`src/rtl/bin_to_7seg_converter_pkg.sv`:
```
// Shared constants for the binary-to-seven-segment display stage:
// active-low segment patterns {g,f,e,d,c,b,a} and FSM state encodings.
package bin_to_7seg_converter_pkg;

  localparam logic [6:0] SEG_0     = 7'b1000000;
  localparam logic [6:0] SEG_1     = 7'b1111001;
  localparam logic [6:0] SEG_2     = 7'b0100100;
  localparam logic [6:0] SEG_3     = 7'b0110000;
  localparam logic [6:0] SEG_4     = 7'b0011001;
  localparam logic [6:0] SEG_5     = 7'b0010010;
  localparam logic [6:0] SEG_6     = 7'b0000010;
  localparam logic [6:0] SEG_7     = 7'b1111000;
  localparam logic [6:0] SEG_8     = 7'b0000000;
  localparam logic [6:0] SEG_9     = 7'b0010000;
  localparam logic [6:0] SEG_DASH  = 7'b0111111;
  localparam logic [6:0] SEG_BLANK = 7'b1111111;

  typedef enum logic [1:0] {
    ST_IDLE    = 2'd0,
    ST_CONVERT = 2'd1,
    ST_DONE    = 2'd2
  } state_e;

endpackage

```
`src/rtl/seven_seg_encoder.sv`:
```
// Combinational BCD nibble to active-low seven-segment pattern.
module seven_seg_encoder
  import bin_to_7seg_converter_pkg::*;
(
  input  logic [3:0] nibble_i,
  output logic [6:0] seg_o
);

  always_comb begin
    seg_o = SEG_BLANK;
    case (nibble_i)
      4'd0:    seg_o = SEG_0;
      4'd1:    seg_o = SEG_1;
      4'd2:    seg_o = SEG_2;
      4'd3:    seg_o = SEG_3;
      4'd4:    seg_o = SEG_4;
      4'd5:    seg_o = SEG_5;
      4'd6:    seg_o = SEG_6;
      4'd7:    seg_o = SEG_7;
      4'd8:    seg_o = SEG_8;
      4'd9:    seg_o = SEG_9;
      default: seg_o = SEG_BLANK;
    endcase
  end

endmodule

```
`src/rtl/bin_to_7seg_converter.sv`:
```
// Iterative double-dabble converter, one input bit per clock, driving four
// active-low seven-segment digits; values above 9999 display as dashes.
module bin_to_7seg_converter
  import bin_to_7seg_converter_pkg::*;
#(
  parameter int unsigned WIDTH = 32
) (
  input  logic             clk_fpga,
  input  logic             reset,
  input  logic [WIDTH-1:0] binary,
  input  logic             start,
  output logic             busy,
  output logic             done,
  output logic             overflow,
  output logic [6:0]       ones,
  output logic [6:0]       tens,
  output logic [6:0]       hundreds,
  output logic [6:0]       thousands
);

  localparam int unsigned CntW = $clog2(WIDTH + 1);

  state_e           state_q, state_d;
  logic [WIDTH-1:0] shreg_q, shreg_d;
  logic [15:0]      bcd_q, bcd_d, bcd_adj;
  logic             carry_q, carry_d;
  logic [CntW-1:0]  cnt_q, cnt_d;
  logic [6:0]       ones_q, ones_d, tens_q, tens_d;
  logic [6:0]       hundreds_q, hundreds_d, thousands_q, thousands_d;
  logic             overflow_q, overflow_d;
  logic             done_q, done_d;
  logic [6:0]       seg_enc [4];

  for (genvar g = 0; g < 4; g++) begin : gen_enc
    seven_seg_encoder u_enc (
      .nibble_i (bcd_q[4*g +: 4]),
      .seg_o    (seg_enc[g])
    );
  end

  always_comb begin
    bcd_adj = bcd_q;
    for (int i = 0; i < 4; i++) begin
      if (bcd_q[4*i +: 4] >= 4'd5) begin
        bcd_adj[4*i +: 4] = bcd_q[4*i +: 4] + 4'd3;
      end
    end
  end

  always_comb begin
    state_d     = state_q;
    shreg_d     = shreg_q;
    bcd_d       = bcd_q;
    carry_d     = carry_q;
    cnt_d       = cnt_q;
    ones_d      = ones_q;
    tens_d      = tens_q;
    hundreds_d  = hundreds_q;
    thousands_d = thousands_q;
    overflow_d  = overflow_q;
    done_d      = 1'b0;

    unique case (state_q)
      ST_IDLE: begin
        if (start) begin
          shreg_d = binary;
          bcd_d   = '0;
          carry_d = 1'b0;
          cnt_d   = CntW'(WIDTH);
          state_d = ST_CONVERT;
        end
      end
      ST_CONVERT: begin
        // Anything shifted out of the thousands nibble means value > 9999.
        carry_d = carry_q | bcd_adj[15];
        bcd_d   = {bcd_adj[14:0], shreg_q[WIDTH-1]};
        shreg_d = {shreg_q[WIDTH-2:0], 1'b0};
        cnt_d   = cnt_q - CntW'(1);
        if (cnt_q == CntW'(1)) begin
          state_d = ST_DONE;
        end
      end
      ST_DONE: begin
        if (carry_q) begin
          ones_d      = SEG_DASH;
          tens_d      = SEG_DASH;
          hundreds_d  = SEG_DASH;
          thousands_d = SEG_DASH;
          overflow_d  = 1'b1;
        end else begin
          ones_d      = seg_enc[0];
          tens_d      = seg_enc[1];
          hundreds_d  = seg_enc[2];
          thousands_d = seg_enc[3];
          overflow_d  = 1'b0;
        end
        done_d  = 1'b1;
        state_d = ST_IDLE;
      end
      default: state_d = ST_IDLE;
    endcase
  end

  always_ff @(posedge clk_fpga) begin
    if (reset) begin
      state_q     <= ST_IDLE;
      shreg_q     <= '0;
      bcd_q       <= '0;
      carry_q     <= 1'b0;
      cnt_q       <= '0;
      ones_q      <= SEG_0;
      tens_q      <= SEG_0;
      hundreds_q  <= SEG_0;
      thousands_q <= SEG_0;
      overflow_q  <= 1'b0;
      done_q      <= 1'b0;
    end else begin
      state_q     <= state_d;
      shreg_q     <= shreg_d;
      bcd_q       <= bcd_d;
      carry_q     <= carry_d;
      cnt_q       <= cnt_d;
      ones_q      <= ones_d;
      tens_q      <= tens_d;
      hundreds_q  <= hundreds_d;
      thousands_q <= thousands_d;
      overflow_q  <= overflow_d;
      done_q      <= done_d;
    end
  end

  assign busy      = (state_q != ST_IDLE);
  assign done      = done_q;
  assign overflow  = overflow_q;
  assign ones      = ones_q;
  assign tens      = tens_q;
  assign hundreds  = hundreds_q;
  assign thousands = thousands_q;

endmodule

```
`config.mk`:
```
export PLATFORM = sky130hd
export DESIGN_NAME = bin_to_7seg_converter
export DESIGN_NICKNAME = d
export VERILOG_FILES = /design/src/rtl/bin_to_7seg_converter_pkg.sv /design/src/rtl/seven_seg_encoder.sv /design/src/rtl/bin_to_7seg_converter.sv
export SDC_FILE = /design/constraint.sdc
export NUM_CORES = 1
export LEC_CHECK = 0
export CORE_MARGIN = 5
export CORE_UTILIZATION = 25
export DETAILED_ROUTE_END_ITERATION = 16
export PLACE_DENSITY_LB_ADDON = 0.08
export SYNTH_ARGS = -nofsm -noshare
export SYNTH_HDL_FRONTEND = slang
export SYNTH_HIERARCHICAL = 1
export SYNTH_SLANG_ARGS = --single-unit
export TNS_END_PERCENT = 5
```
`constraint.sdc`:
```
create_clock -name clk_fpga -period 3.9 [get_ports clk_fpga]
set_input_delay 0.39 -clock clk_fpga [delete_from_list [all_inputs] [get_ports clk_fpga]]
set_output_delay 0.39 -clock clk_fpga [all_outputs]
set_load 0.05 [all_outputs]
```
==> metrics.txt <==
status finished, final reports clean; Slew HR 28.6%; top post-synthesis cells by area dfxtp_1, nor2_1, a21oi_1; CP Launch Type register; CTS Hold Buffers Added 0; flop2flop setup slack 1.73 ns; worst hold path depth 2; RSZ-0062 raised after global routing false; nets 765; Clock Sinks 87; DRT iter0 DRCs 218; fin area 0.00617 sq mm; input/output buffers 65; max_cap viols 0; Crit Path Class reg -> out; endpoints failing setup 0; CTS resizes 0; Die Area 0.0234 sq mm; hold crit path type reg -> reg; most common cell in the netlist nor2_1; CTS Buffer Depth 2; Die Ht 153 microns; first-pass GRT wire length 22200 microns; Fin. Hold Viols 0; Lkg Pwr 2.28 nW; adder-cell area share of the yosys netlist 7.34%; Clock Tree Root clkbuf_16; Mean Syn Cell Area 7.62 sq um; total grt overflow 0; synthesis-to-layout area growth 20.7%; number of synthesized flops with an enable pin 0; post-CTS setup buffers 0; ant diodes 0; layout cell share with drive strength beyond 1 9.50%; wire length per cell 13.5 microns; Seq/Total Area, Yosys 34.1%; Antenna Nets Post-Route 0; final period utilization 65.6%; CTS buffer count 9; Fin Hold WS 0.456 ns; Syn Inst Count 671; Yosys warnings 6; detailed placement HPWL 8640 microns; Worst-path clk slew 0.06 ns; routed vias 4585; mux cell area share after synthesis 0.196%; post-synthesis xor/xnor area fraction 0.685%; Most used DFF post-synth dfxtp_1; Residual DRC 0; min Tclk post-route 2.56 ns; row cnt 52; Synth cell types 43; Fmax 391 MHz; DRT Wirelength 13100 microns; max-slew violations 0; Non-Filler Instances 975; Clock Skew 0.00591 ns; #FFs+latches synth 87; vias per inst 4.70; largest family of logic cells by synthesized area compound AO/OA/AOI/OAI gates; ys async rst share 0%; post-synth top area cell dfxtp_1; starting density of the core 25.3%; Tot Pwr 2.13 mW; most common library cells after synthesis nor2_1, dfxtp_1, a21oi_1, inv_1, nor3_1; synthesized area 0.00511 sq mm; worst endpoint required time 3.51 ns; die width 153 microns; Simple-Gate Fraction of Synth Area 23.6%; Sum Neg Setup Slack 0 ns; r2r endpoint bcd_q[1]$_SDFFE_PP0P_; maximum fanout count along the critical path 37; post-synthesis compound-gate area fraction 24.1%; power density over the cells 345 mW/mm^2; Worst VDD drop 0.202 mV; H-tree levels 3; Worst Path Arrival 2.17 ns; drt pass-1 iters 4; largest net degree at the start of global routing 75; Min-Delay Endpoint overflow$_SDFFE_PP0P_; total global-route track usage 11.3%; GPL Wtd Cong 0.749; # IOs 66; initial antenna violation count 0; CTS tree built; Inst Count DP 959; post-synth top area share 34.1%; Worst-Margin Slew 1.07 ns; syn_nets 736; dpl cell area 0.00588 sq mm; crit end category output pin; R2R cell count 3; Core Box Area 0.0202 sq mm; Crit Reg-Reg Startpoint state_q[0]$_SDFFE_PP0P_; vias in the first global route 4450; worst skew pair latency 0.34 ns; Filler cells 2171; Hold Startpoint overflow$_SDFFE_PP0P_
## critical path, cell delays in order (launching register included)
cell and delay, ns:
dfxtp_2 0.80, or2_2 0.23, clkdlybuf4s50_1 0.80
## cells in the final DEF (no fill, tap or decap), drive strengths merged, types with 21 or more instances in the layout
| master | instances |
|---|---|
| nand3 | 21 |
| nor2 | 106 |
| o221a | 30 |
| clkdlybuf4s50 | 63 |
| dfxtp | 87 |
| inv | 63 |
| a21oi | 79 |
| nor3 | 48 |
| o21ai | 32 |
| nand2b | 23 |
| ha | 30 |
## metrics by stage
step / utilization [%] / worst slack [ns]
after floorplan: - / 2.23
after global placement: 29.1 / 1.70
after detailed placement: 29.1 / 1.68
after CTS: 30.6 / 1.29
after global routing: 30.6 / 1.24
final: 30.6 / 1.34
## flip-flops by register name, indices dropped and copies added, names as in the netlist, 2 cells and up
signal / flops
shreg_q: 32
tens: 7
thousands: 7
hundreds: 7
state_q: 2
cnt_q: 6
bcd_q: 16
ones: 7
## where the power goes
part	switching [mW]	internal (mW)	total, mW
Sequential	0.0456	0.936	0.981
Clock	0.375	0.495	0.869
Combinational	0.147	0.128	0.275
## cell families after synthesis
kind of cell,after synthesis
adder cells (fa/ha/maj),30
AO/OA/AOI/OAI,182
AND/OR/NAND/NOR,250
buffers and inverters,117
XOR/XNOR,4
flip-flops,87
multiplexers,1
## metal layers
metal	vias to the layer above	GRT usage, %	part of all wire, %
met5	-	0	0
met4	0	3.69	1.5
met3	13	2.74	3.6
met2	84	18.3	46
met1	2108	14.9	49
li1	2380	-	-
## cell type report
class | count | area (sq um) | area share, %
Multi-Input combinational cell | 467 | 2870 | 46.5
Tap cell | 270 | 338 | 5.48
Timing Repair Buffer | 72 | 693 | 11.2
Clock buffer | 10 | 229 | 3.71
Clock inverter | 6 | 61.3 | 0.994
Sequential cell | 87 | 1740 | 28.3
Inverter | 63 | 236 | 3.83
## worst max path at each step
stage / start / end / slack (ns) / depth (start not counted)
after floorplan: state_q[0]$_SDFFE_PP0P_ / busy / 2.23 / 4
after global placement: state_q[1]$_SDFFE_PP0P_ / busy / 1.70 / 2
after global routing: state_q[1]$_SDFFE_PP0P_ / busy / 1.24 / 2
after detailed placement: state_q[1]$_SDFFE_PP0P_ / busy / 1.68 / 2
after CTS: state_q[1]$_SDFFE_PP0P_ / busy / 1.29 / 2
final: state_q[1]$_SDFFE_PP0P_ / busy / 1.34 / 2
(Power assumes the default switching activity.)
==> edit 1 (config.mk and constraints unchanged) <==
Set the parameter `WIDTH` to 16 (it was 32).
--- a/src/rtl/bin_to_7seg_converter.sv
+++ b/src/rtl/bin_to_7seg_converter.sv
@@ -3,7 +3,7 @@
 module bin_to_7seg_converter
   import bin_to_7seg_converter_pkg::*;
 #(
-  parameter int unsigned WIDTH = 32
+  parameter int unsigned WIDTH = 16
 ) (
   input  logic             clk_fpga,
   input  logic             reset,
Interface: changed (resized binary); port bits go from 66 to 50. The function was not compared with the original's and may differ.
==> edit 1 against the unedited design <==
Synthesized area fell by 17%; setup slack got worse by 0.0044 ns; sequential power fell by 22%; final cell count fell by 21%; die area fell by 16%; sequential cell count fell by 17; first-iteration DRC count fell by 38%; clock skew barely moved; count of clock-buffer cells in the layout rose by 2; final area fell by 18%; routed wire length fell by 21%; total power fell by 13%; maximum frequency fell by 0.17%; largest cell class unchanged.
==> edit 1: results (changes against the unedited design) <==
metric	value	unit	change
DRT iter0 DRCs	136		-38%
Post-synth ARST share	0	%	unchanged
Ant. Diodes	0		unchanged
GRT Total Usage	11.3	%	-0.021 points
Detail Route met3 WL	386	um	-19%
synth cell count leaders	dfxtp_1, nor2_1, nor3_1		
Metal-1 WL	5100	um	-21%
gpl congestion	0.707		-5.6%
worst vdd ir	0.205	mV	+1.8%
R2R Setup Slk	1.97	ns	+0.24 ns
Final min period	2.56	ns	+0.00436 ns
Distinct cells, synth	49		+14%
Top delay family on crit path	buffers and inverters		
DRT Pass-1 Iters	4		unchanged
top cells by area, synth	dfxtp_1, ha_1, nor2_1		
initial antenna violation count	1		+1
Post-Syn Nets	567		-23%
M1 GR Usage	14.1	%	-0.83 points
final wirelength	10400	um	-21%
Setup Fix Bufs, Post-CTS	0		unchanged
largest net degree at the start of global routing	40		-47%
CTS H-tree lvls	3		unchanged
Pleak	1.81	nW	-20%
Worst-Margin Slew	1.09	ns	+0.0227 ns
Top Registers	bcd_q x16, shreg_q x16		
CP Max Fanout	39		+5.4%
Area after DPL	4760	sq um	-19%
Slowest Stage Delay on Critical Path	0.79	ns	
HP Class	flip-flop to flip-flop		
M2 GR Usage	18.2	%	-0.12 points
FILL cells	1818		-16%
fraction of layout cells with a size suffix above 1	9.45	%	-0.049 points
DP HPWL	6930	um	-20%
vias in the first global route	3643		-18%
first-pass GRT wire length	18200	um	-18%
Clk Latency, worst-skew pair	0.34	ns	about the same
clk_skew	0.00603	ns	+0.000121 ns
CP max-delay cell	clkdlybuf4s50_1		
Fin Hold WS	0.458	ns	+0.00117 ns
worst slack, placed	1.47	ns	-0.212 ns
highest routed layer	met5		
Nets	594		-22%
Resize count post-CTS	0		unchanged
total CTS buffers	9		unchanged
number of vias per cell	4.62		-1.7%
clock-pin slew on the worst setup and hold paths	0.06	ns	about the same
synth warn	6		unchanged
number of port buffers	49		-25%
CP arrival	2.17	ns	about the same
met3 Use GR	3.14	%	+0.39 points
sequential-to-total area share from yosys stat	33.2	%	-0.91 points
metal2 WL	4730	um	-21%
outcome	completed		
==> edit 1: changes by cell type in the layout (fill, tap and decap cells not counted), moves of 14 or more <==
cell and delta:
inv_1 -29, clkdlybuf4s50_1 -14, a21oi_1 -45, dfxtp_1 -15, o221a_2 -17, nor2_1 -41
==> edit 1: worst register-to-register path: cells and delay by family (launching register included) <==
kind | cells | cell delay (ns)
buffers and inverters | 1 | 0.40
AOI/OAI and AO/OA | 3 | 0.94
DFF | 1 | 0.45
==> edit 1: final timing paths <==
path | from | end | depth (start not counted)
max | state_q[0] | busy | 3
min | overflow | overflow | 2
max reg2reg | state_q[0] | cnt_q[4] | 4
min reg2reg | overflow | overflow | 2
==> edit 1: per-stage QoR <==
stage | util, % | instances
after global placement | 28.7 | 754
final | 30.6 | 770
after floorplan | - | 518
after CTS | 30.6 | 770
after detailed placement | 28.7 | 754
after global routing | 30.6 | 770
==> edit 1: cell type report <==
cell class,instances,share of cell area [%]
inverters,34,2.51
clock inverters,4,1.38
well taps,220,5.42
repair buffers,55,10.5
clock buffers,12,4.85
multi-input cells,375,47.7
flip-flops and latches,70,27.6
==> edit 1: logic make-up after synthesis <==
group	after synthesis	share of synthesized area, %
AND/OR/NAND/NOR	222	27.7
AO/OA/AOI/OAI	118	19.8
buffers and inverters	73	9.48
flip-flops	70	33.2
adder cells (fa/ha/maj)	30	8.88
XOR/XNOR	4	0.829
multiplexers	1	0.237
==> edit 1: power by group <==
group | internal, mW | switching [mW] | leakage, nW
Clock | 0.575 | 0.309 | 0.157
Sequential | 0.744 | 0.0188 | 0.569
Combinational | 0.0875 | 0.111 | 1.09
Total | 1.41 | 0.439 | 1.81
==> edit 2 (same settings) <==
Made on the original files. `shreg_q` no longer has a reset.
--- a/src/rtl/bin_to_7seg_converter.sv
+++ b/src/rtl/bin_to_7seg_converter.sv
@@ -104,7 +104,6 @@
   always_ff @(posedge clk_fpga) begin
     if (reset) begin
       state_q     <= ST_IDLE;
-      shreg_q     <= '0;
       bcd_q       <= '0;
       carry_q     <= 1'b0;
       cnt_q       <= '0;
@@ -116,7 +115,6 @@
       done_q      <= 1'b0;
     end else begin
       state_q     <= state_d;
-      shreg_q     <= shreg_d;
       bcd_q       <= bcd_d;
       carry_q     <= carry_d;
       cnt_q       <= cnt_d;
@@ -129,6 +127,10 @@
     end
   end
 
+  always_ff @(posedge clk_fpga) begin
+    shreg_q <= shreg_d;
+  end
+
   assign busy      = (state_q != ST_IDLE);
   assign done      = done_q;
   assign overflow  = overflow_q;
Function: same outputs for any inputs over 10 cycles, from zero or initial values and one cycle with reset high; that may be too few to reach the edited logic, so the function may still have changed.
==> edit 2 against the unedited design <==
Clock power about the same; final area down 8.2%; setup slack better by 0.38 ns; synthesized area down 11%; final cell count down 15%; sequential cell count unchanged; routed wire length down 20%; total power down 0.44%; largest cell class unchanged; highest routed layer unchanged.
==> edit 2: results (changes against the unedited design) <==
metric	value	unit	change
worst r2r dst	bcd_q[2]		
Fin Hold WS	0.462	ns	+0.00605 ns
CP arrival	1.79	ns	-0.38 ns
comb pwr	0.212	mW	-23%
reg2reg start	state_q[1]		
number of vias per cell	4.40		-6.4%
GRT Total Usage	10.1	%	-1.2 points
Top Registers	shreg_q x32, bcd_q x16		
Detail Route met3 WL	441	um	-7.9%
CTS H-tree lvls	3		unchanged
DRT Pass-1 Iters	4		unchanged
worst slack, placed	1.44	ns	-0.243 ns
clk_skew	0.00813	ns	+0.00222 ns
Clk Latency, worst-skew pair	0.35	ns	
max_slew headroom	30.3	%	+1.7 points
Net Sw Power	0.518	mW	-8.7%
Nets	655		-14%
number of flops mapped to enable cells by yosys	32		+32
R2R Setup Slk	2.11	ns	+0.38 ns
FMAX	0.460	GHz	+18%
FF+latch area	2060	sq um	+18%
sequential-to-total area share from yosys stat	45.1	%	+11 points
CP Capture Point	busy		
Ant. Diodes	0		unchanged
Crit. Startpoint	state_q[0]		
Pleak	2.18	nW	-4.1%
placed cells	808		-16%
DRT iter0 DRCs	148		-32%
gpl congestion	0.724		-3.4%
CP max-delay cell	clkdlybuf4s50_1		
vias in the first global route	3569		-20%
FILL cells	1907		-12%
first-pass GRT wire length	17700	um	-20%
crit path capture type	output port		
routed len/inst	12.8	um	-5.0%
Comb pwr share	10.0	%	-2.9 points
final wirelength	10600	um	-20%
worst vdd ir	0.207	mV	+2.6%
synth cell count leaders	nand2_1, dfxtp_1, nor2_1, nor3_1, o21ai_0		
Register-to-Register Path Depth	4		+1
Area after DPL	5370	sq um	-8.6%
largest net degree at the start of global routing	38		-49%
clock-pin slew on the worst setup and hold paths	0.06	ns	about the same
top cells by area, synth	dfxtp_1, edfxtp_1, nand2_1		
metal2 WL	4750	um	-21%
CP Max Fanout	9		-76%
syn avg cell area	8.46	sq um	+11%
WS Path Type	flip-flop to output port		
Post-Syn Nets	606		-18%
total CTS buffers	9		unchanged
Top delay family on crit path	buffers and inverters		
Seq group	1.03	mW	+5%
fraction of layout cells with a size suffix above 1	5.21	%	-4.3 points
highest routed layer	met4		
DP HPWL	7250	um	-16%
outcome	completed		
Metal-1 WL	5150	um	-20%
edit 2: cell types whose count changed after synthesis, sizes merged, moves of 5 or more:
cell / unedited run / this run
dfxtp: 87 / 55
edfxtp: 0 / 32
clkbuf: 32 / 8
o211ai: 8 / 0
nor3: 48 / 53
o221a: 30 / 0
o2111ai: 8 / 0
nor2: 106 / 53
nand3: 21 / 5
inv: 63 / 23
o21ai: 32 / 37
nand2: 18 / 113
a21oi: 79 / 26
edit 2: worst min-delay path: stages (launching register included):
cell	delay, ns
dfxtp_1	0.31
nand2_1	0.05
a21oi_1	0.05
edit 2: final cells by class:
| cell class | count | share of cell area, % |
|---|---|---|
| flip-flops and latches | 87 | 36.4 |
| inverters | 23 | 1.52 |
| clock buffers | 11 | 4.11 |
| clock inverters | 5 | 1.04 |
| well taps | 229 | 5.06 |
| multi-input cells | 398 | 39.6 |
| repair buffers | 71 | 12.3 |
edit 2: worst min-delay path by stage:
stage             endpoint
2_1_floorplan     bcd_q[0]
4_1_cts           overflow
5_1_grt           overflow
3_5_place_dp      overflow
6_report          overflow
3_3_place_gp   hundreds[6]
edit 2: logic make-up (layout without fill, tap and decap cells):
family | Yosys count | after routing | share of synthesized area (%)
adders and majority gates | 30 | 30 | 8.21
xor gates and xnor gates | 9 | 9 | 1.72
muxes | 5 | 5 | 1.15
buffers and inverters | 56 | 110 | 6.02
AOI/OAI and AO/OA | 82 | 82 | 10.6
and+or+nand+nor | 272 | 272 | 27.3
DFF | 87 | 87 | 45.1
edit 2: per-layer routing:
layer  global-route usage, %  up-vias
li1                        -     1912
met3                    2.40       13
met1                    13.1     1640
met4                    4.34        0
met5                       0        -
met2                    16.2       63
